==> src/rtl/instruction_assembler_pkg.sv <==
// Shared defaults and size helpers for the instruction assembler.
// Holds beat/instruction widths and the beat-count/counter-width math.
package instruction_assembler_pkg;

  localparam int DEF_IN_W   = 8;
  localparam int DEF_INST_W = 32;

  function automatic int beats_of(
    input int inst_w,
    input int in_w
  );
    return inst_w / in_w;
  endfunction

  function automatic int cnt_w_of(
    input int beats
  );
    return $clog2(beats);
  endfunction

  localparam int DEF_BEATS = beats_of(DEF_INST_W, DEF_IN_W);
  localparam int DEF_CNT_W = cnt_w_of(DEF_BEATS);

endpackage

==> src/rtl/instruction_assembler_if.sv <==
// Beat-in / instruction-out handshake bundle for the assembler.
// master: beat producer + instruction consumer; slave: the assembler.
interface instruction_assembler_if
  import instruction_assembler_pkg::*;
#(
  parameter int IN_W   = DEF_IN_W,
  parameter int INST_W = DEF_INST_W
);

  localparam int CNT_W = cnt_w_of(beats_of(INST_W, IN_W));

  logic              in_valid;
  logic              in_ready;
  logic [IN_W-1:0]   data_in;
  logic              flush;
  logic              inst_valid;
  logic              inst_ready;
  logic [INST_W-1:0] inst_out;
  logic [CNT_W-1:0]  beat_cnt;

  modport master (
    output in_valid,
    output data_in,
    output flush,
    output inst_ready,
    input  in_ready,
    input  inst_valid,
    input  inst_out,
    input  beat_cnt
  );

  modport slave (
    input  in_valid,
    input  data_in,
    input  flush,
    input  inst_ready,
    output in_ready,
    output inst_valid,
    output inst_out,
    output beat_cnt
  );

endinterface

==> src/rtl/instruction_assembler.sv <==
// Packs BEATS narrow beats into one INST_W instruction word.
// Ports: clk, rst_n (async low), bus (slave: beats in, words out).
module instruction_assembler
  import instruction_assembler_pkg::*;
#(
  parameter int IN_W       = DEF_IN_W,
  parameter int INST_W     = DEF_INST_W,
  parameter bit BIG_ENDIAN = 1'b0
) (
  input logic                  clk,
  input logic                  rst_n,
  instruction_assembler_if.slave bus
);

  localparam int BEATS = beats_of(INST_W, IN_W);
  localparam int CNT_W = cnt_w_of(BEATS);
  localparam logic [CNT_W-1:0] LAST = CNT_W'(BEATS - 1);

  logic [CNT_W-1:0]  cnt;
  logic [INST_W-1:0] part;
  logic [INST_W-1:0] part_ins;
  logic [INST_W-1:0] out_q;
  logic              out_v;
  logic              last;
  logic              in_rdy;
  logic              accept;
  logic              fire;

  assign last   = (cnt == LAST);
  // Only the final beat needs the output slot free.
  assign in_rdy = !last || !out_v || bus.inst_ready;
  assign accept = bus.in_valid && in_rdy && !bus.flush;
  assign fire   = accept && last;

  // Partial word with the current beat dropped into its slot.
  always_comb begin
    part_ins = part;
    for (int k = 0; k < BEATS; k++) begin
      if (cnt == CNT_W'(BIG_ENDIAN ? BEATS - 1 - k : k)) begin
        part_ins[IN_W*k +: IN_W] = bus.data_in;
      end
    end
  end

  always_ff @(posedge clk or negedge rst_n) begin
    if (!rst_n) begin
      cnt  <= '0;
      part <= '0;
    end else if (bus.flush) begin
      cnt  <= '0;
      part <= '0;
    end else if (accept) begin
      if (last) begin
        cnt  <= '0;
        part <= '0;
      end else begin
        cnt  <= cnt + CNT_W'(1);
        part <= part_ins;
      end
    end
  end

  always_ff @(posedge clk or negedge rst_n) begin
    if (!rst_n) begin
      out_q <= '0;
      out_v <= 1'b0;
    end else if (fire) begin
      out_q <= part_ins;
      out_v <= 1'b1;
    end else if (bus.inst_ready) begin
      out_v <= 1'b0;
    end
  end

  assign bus.in_ready   = in_rdy;
  assign bus.inst_valid = out_v;
  assign bus.inst_out   = out_q;
  assign bus.beat_cnt   = cnt;

endmodule

==> src/flat_wrapper.sv <==
// flat-port wrapper written by rule: the top's interface ports become plain ports
module instruction_assembler_flat import instruction_assembler_pkg::*;
#(
  parameter int IN_W       = DEF_IN_W,
  parameter int INST_W     = DEF_INST_W,
  parameter bit BIG_ENDIAN = 1'b0
)
  (clk, rst_n, bus_in_valid, bus_data_in, bus_flush, bus_inst_ready, bus_in_ready, bus_inst_valid, bus_inst_out, bus_beat_cnt);
  instruction_assembler_if #(.IN_W(IN_W), .INST_W(INST_W)) bus_i ();
  input logic clk;
  input logic rst_n;
  input wire logic [$bits(bus_i.in_valid)-1:0] bus_in_valid;
  input wire logic [$bits(bus_i.data_in)-1:0] bus_data_in;
  input wire logic [$bits(bus_i.flush)-1:0] bus_flush;
  input wire logic [$bits(bus_i.inst_ready)-1:0] bus_inst_ready;
  output wire logic [$bits(bus_i.in_ready)-1:0] bus_in_ready;
  output wire logic [$bits(bus_i.inst_valid)-1:0] bus_inst_valid;
  output wire logic [$bits(bus_i.inst_out)-1:0] bus_inst_out;
  output wire logic [$bits(bus_i.beat_cnt)-1:0] bus_beat_cnt;
  assign bus_i.in_valid = bus_in_valid;
  assign bus_i.data_in = bus_data_in;
  assign bus_i.flush = bus_flush;
  assign bus_i.inst_ready = bus_inst_ready;
  assign bus_in_ready = bus_i.in_ready;
  assign bus_inst_valid = bus_i.inst_valid;
  assign bus_inst_out = bus_i.inst_out;
  assign bus_beat_cnt = bus_i.beat_cnt;
  instruction_assembler #(.IN_W(IN_W), .INST_W(INST_W), .BIG_ENDIAN(BIG_ENDIAN)) u_core (.clk(clk), .rst_n(rst_n), .bus(bus_i));
endmodule
==> config.mk <==
export PLATFORM = sky130hd
export DESIGN_NAME = instruction_assembler_flat
export DESIGN_NICKNAME = d
export VERILOG_FILES = /design/src/rtl/instruction_assembler_pkg.sv /design/src/rtl/instruction_assembler_if.sv /design/src/rtl/instruction_assembler.sv /design/src/flat_wrapper.sv
export SDC_FILE = /design/constraint.sdc
export NUM_CORES = 1
export LEC_CHECK = 0
export BUFFER_PORTS_ARGS = -buffer_cell sky130_fd_sc_hd__buf_4
export CORE_UTILIZATION = 58
export DETAILED_ROUTE_END_ITERATION = 16
export PLACE_DENSITY = 0.87
export SYNTH_ARGS = -nofsm -noshare
export SYNTH_HDL_FRONTEND = slang
export SYNTH_SLANG_ARGS = --single-unit
==> constraint.sdc <==
create_clock -name clk -period 2.3 [get_ports clk]
set_input_delay 0.575 -clock clk [delete_from_list [all_inputs] [get_ports clk]]
set_output_delay 0.575 -clock clk [all_outputs]
set_load 0.05 [all_outputs]
## After elaboration in Yosys (flattened, before gate mapping)

Cells that the tools add are included.

| storage, ports and cells | value |
|---|---|
| input port bits | 13 |
| register bits after elaboration | 67 |
| word-level logic and storage cells | 31 |
| output and inout port bits | 36 |

| operators by class | value |
|---|---|
| muxes and demuxes | 12 |
| eq/ne operators | 3 |
| reductions and logical operators | 11 |
| add/sub/neg operators | 1 |

Operators by type and width:

| operator | number |
|---|---|
| $mux W32 | 3 |
| $mux W8 | 4 |
| $mux W2 | 3 |
| $eq A2 B2 Y1 const B | 2 |
| $reduce_bool A2 Y1 | 2 |
| $logic_and A1 B1 Y1 | 3 |
| $logic_not A1 Y1 | 3 |
| $add A2 B1 Y2 const B | 1 |
| $eq A2 B1 Y1 const B | 1 |
| $logic_not A2 Y1 | 1 |
| $logic_or A1 B1 Y1 | 2 |
| $mux W1 | 2 |

## Depth between registers and ports, before layout

| depth | value |
|---|---|
| word-level depth | 8 |
| gate-level depth with buffers | 6 |
| gate-level depth less buffers | 5 |

## Worst setup path before layout

No wires, ideal clock.

| timing path | value |
|---|---|
| kind | register to register |
| from | reg u_core.cnt[0], in the netlist u_core.bus.beat_cnt[0] |
| to | reg u_core.part[0] |
| path slack | 0.276 ns |
| clock period less this slack | 2.024 ns |
| cell stages (with the launch flop) | 6 |
| required time | 2.235 ns |
| setup time | 0.065 ns |
| buffers on the path | 1 |
| data arrival time | 1.959 ns |
| cell sequence | dfrtp_1 -> ha_1 -> buf_6 -> nand3b_2 -> a21oi_2 -> a22o_1 |

| between the ends | value |
|---|---|
| longest elaborated chain between the ends | 7 |
| elaborated cells on any way between the ends | 12 |
| those cells by class | eq/ne (1); mux (4); reduce/logical (7) |

Ends and longest elaborated chain:

| element | line | text |
|---|---|---|
| from (decl) | instruction_assembler.sv:19 | `logic [CNT_W-1:0] cnt;` |
| from (signal assigned) | instruction_assembler.sv:57 | `cnt <= cnt + CNT_W'(1);` |
| $eq A2 B2 Y1 | instruction_assembler.sv:29 | `assign last = (cnt == LAST);` |
| $logic_not A1 Y1 | instruction_assembler.sv:31 | `assign in_rdy = !last \|\| !out_v \|\| bus.inst_ready;` |
| $logic_or A1 B1 Y1 (2 in a row) | instruction_assembler.sv:31 |  |
| net bus_in_ready | flat_wrapper.sv:16 | `output wire logic [$bits(bus_i.in_ready)-1:0] bus_in_ready;` |
| $logic_and A1 B1 Y1 (2 in a row) | instruction_assembler.sv:32 | `assign accept = bus.in_valid && in_rdy && !bus.flush;` |
| $reduce_bool A2 Y1 (no line) | -- |  |
| to (signal assigned) | instruction_assembler.sv:58 | `part <= part_ins;` |
| to (decl) | instruction_assembler.sv:20 | `logic [INST_W-1:0] part;` |

The timed path passes the listed nets, and every way through them passes these cells. The select of a mux whose other input is x is not followed.
A chain may end at the register's enable or synchronous reset.

## Final worst setup path

| timing path | value |
|---|---|
| from | reg u_core.cnt[0], in the netlist u_core.bus.beat_cnt[0] |
| to | out bus_in_ready |

| between the ends | value |
|---|---|
| longest elaborated chain between the ends | 4 |

Ends and longest elaborated chain:

| element | line |
|---|---|
| $eq A2 B2 Y1 | instruction_assembler.sv:29 |
| $logic_not A1 Y1 | instruction_assembler.sv:31 |
| $logic_or A1 B1 Y1 (2 in a row) | instruction_assembler.sv:31 |
| to (decl) | flat_wrapper.sv:16 |

No other way between the ends.

==> reports/results.ini <==
[drt]
met2_length_um = 2426
wl_per_cell_um = 17.45
drt_pass1_iterations = 4
routed-via-count = 1642
wl_met3_um = 167
met1_length_um = 2216
ant_nets = 0
vias_per_cell = 5.823
drt-total-wl_um = 4920
dr.max_layer_used = met4
drc = 0
drt_iter0_drc = 67

[placement]
dp_slack_ns = 0.4403
hpwl_um = 3300
io_buffers = 48
dp.cells = 266
gp_congestion = 0.7921

[synthesis]
synth.area.top_cells = dfrtp_1, mux2_2, a22o_1
syn_inst = 176
netlist-cell-type-count = 23
yosysTopAreaCell = dfrtp_1
syn_nets = 193
ys_seq_area_share_pct = 55.71
yosys_register_bits = 59
synth_area_sq_um = 2650
synth_top_cell_area_share_pct = 55.71
synth.avg_cell_area_sq_um = 15.06
ys_warn_count = 0

[worst_setup_path]
cp-end-kind = output port
critPathKind = flip-flop to output port
r2r_setup_slack_ns = 0.47
arrival_ns = 1.52
critical_path.max_fanout = 7
crit_path_start_kind = flip-flop
required_ns = 1.73

[floorplan]
die_width_um = 69.60
floorplan.rows = 24
die_y_um = 69.60
start_util_pct = 60.45
core_area_sq_um = 4384
io_pins = 49
dieArea_sq_um = 4843

[job]
drv_cap = 0

[power]
internal_power_mw = 2.087
pwr-share-seq_pct = 40.2
power_switching_mw = 0.8328
clkPwrFrac_pct = 39.0
p_leak_nw = 1.678
netSwitchingFraction_pct = 28.52
peakVddDrop_uv = 699.8
powerDensity_nw_per_um2 = 899.7
pwr-share-comb_pct = 20.8

[grt]
grt_pass1_wl_um = 8507
overflow = 0
grt_use_total_pct = 23.03
antenna_found_initial = 0
grt_max_degree = 60
grt_pass1_vias = 1694

[final_layout]
layout_commonest_cell = dfrtp_1
area_delta_synth_final_pct = 22.47
layout_common_cells = dfrtp_1, buf_4, mux2_2
fin_cells = 282
drive_gt1_share_pct = 52.61
fin_nets = 242
n_antenna_cell = 0
nFillCells = 292

[cts]
clockBufferDepth = 2
root_buffer = clkbuf_8
cts_htree_levels = 3
clk-insertion-delay-late_ns = 0.33
cts_inserted_buffers = 9
clkTransAtPathRegs_ns = 0.07
cts_tree = built
cts.sinks = 59

[run_status]
outcome = complete, no violations

[timing]
fmax_ghz = 0.4784
slew_viol_final = 0
slew_headroom_pct = 51.92
worstMarginPinSlew_ns = 0.7212
finClkSkew_ns = 0.005840
rsz0062_at_grt = false
finalSetupViolations = 0
fin_ws_ns = 0.2096
period_minus_slack_ns = 2.090
finalCritPeriodShare_pct = 90.89
hold_viol = 0
hold_slack_ns = 0.2861
finalSetupTns_ns = 0

[worst_hold_path]
hold_path_class = primary input to async pin

-- kinds of logic (layout without fill, tap and decap cells) --
logic type / Yosys count / after routing / synth area share [%]
muxes: 57 / 57 / 24.22
buffers and inverters: 15 / 69 / 4.249
AOI/OAI and AO/OA: 33 / 33 / 10.91
and+or+nand+nor: 8 / 8 / 3.022
DFF: 59 / 59 / 55.71
adders and majority gates: 4 / 4 / 1.889
-- flip-flops by register name (all words and copies together), names as in the netlist --
register and count:
u_core.bus.inst_out 32, u_core.part 24, u_core.bus.beat_cnt 2, u_core.bus.inst_valid 1
-- worst max-delay path, cell delays in order, from the launching register on --
cell and delay (ns):
dfrtp_1 0.42, ha_2 0.32, nand3b_2 0.19, buf_4 0.24
-- cell type report --
type / count / area (sq um) / share of cell area, %
inverter: 3 / 11.26 / 0.3470
sequential: 59 / 1476 / 45.49
timing repair buffer: 50 / 387.9 / 11.95
clock inverter: 5 / 100.1 / 3.084
tap: 52 / 65.06 / 2.005
clock buffer: 11 / 141.4 / 4.356
multi-input combinational: 102 / 1064 / 32.77
-- power by group through the flow --
stage               clock [mW]  sequential (mW)  combinational (mW)
floorplan                    0             1.42               0.180
global placement             0             1.19               0.599
detailed placement           0             1.19               0.610
CTS                       1.16             1.17               0.612
global route              1.21             1.18               0.639
finish                    1.14             1.17               0.606
-- Yosys cell counts --
cell type and number:
buf_4 4, dfrtp_1 59, o21a_1 3, inv_1 2, a32o_1 6, buf_2 3, nand2b_1 1, mux2_2 48
a22o_1 18, inv_2 1, a41o_1 1, nand2_1 1, buf_6 5, and2_0 2, ha_1 4, nor3b_4 1
nand3b_2 1, nand4_4 1, mux2_1 9, a211oi_1 1, a21oi_1 1, and2_1 1, a21oi_2 3
-- final timing paths --
| kind | from | to | depth (start not counted) |
|---|---|---|---|
| max | u_core.bus.beat_cnt[0] | bus_in_ready | 3 |
| min | rst_n | u_core.bus.inst_out[16] | 1 |
| max reg2reg | u_core.bus.beat_cnt[0] | u_core.part[6] | 5 |
| min reg2reg | u_core.part[2] | u_core.part[2] | 1 |
| max in group asynchronous | rst_n | u_core.bus.inst_out[30] | 1 |
| min in group clk | u_core.part[2] | u_core.part[2] | 1 |
-- timing repair --
| action | CTS | global route |
|---|---|---|
| buffers inserted | 0 | 0 |
| hold buffers | 0 | 0 |
| setup endpoints to repair | 0 | 1 |
| resized for setup | 0 | 1 |
-- metrics by stage --
step | power (mW) | util, % | instance area [sq um]
2_1_floorplan | 1.605 | - | 2650
3_3_place_gp | 1.788 | 68.46 | 3002
3_5_place_dp | 1.802 | 68.46 | 3002
4_1_cts | 2.947 | 73.97 | 3243
5_1_grt | 3.031 | 74.03 | 3246
6_report | 2.920 | 74.03 | 3246
-- per-layer routing --
metal  up-vias  GRT usage [%]
met5         -              0
met4         0          12.02
met3        15          5.087
met2        39          35.49
met1       839          30.82
li1        749              -
Note: power is estimated with default switching activity, not from simulation.
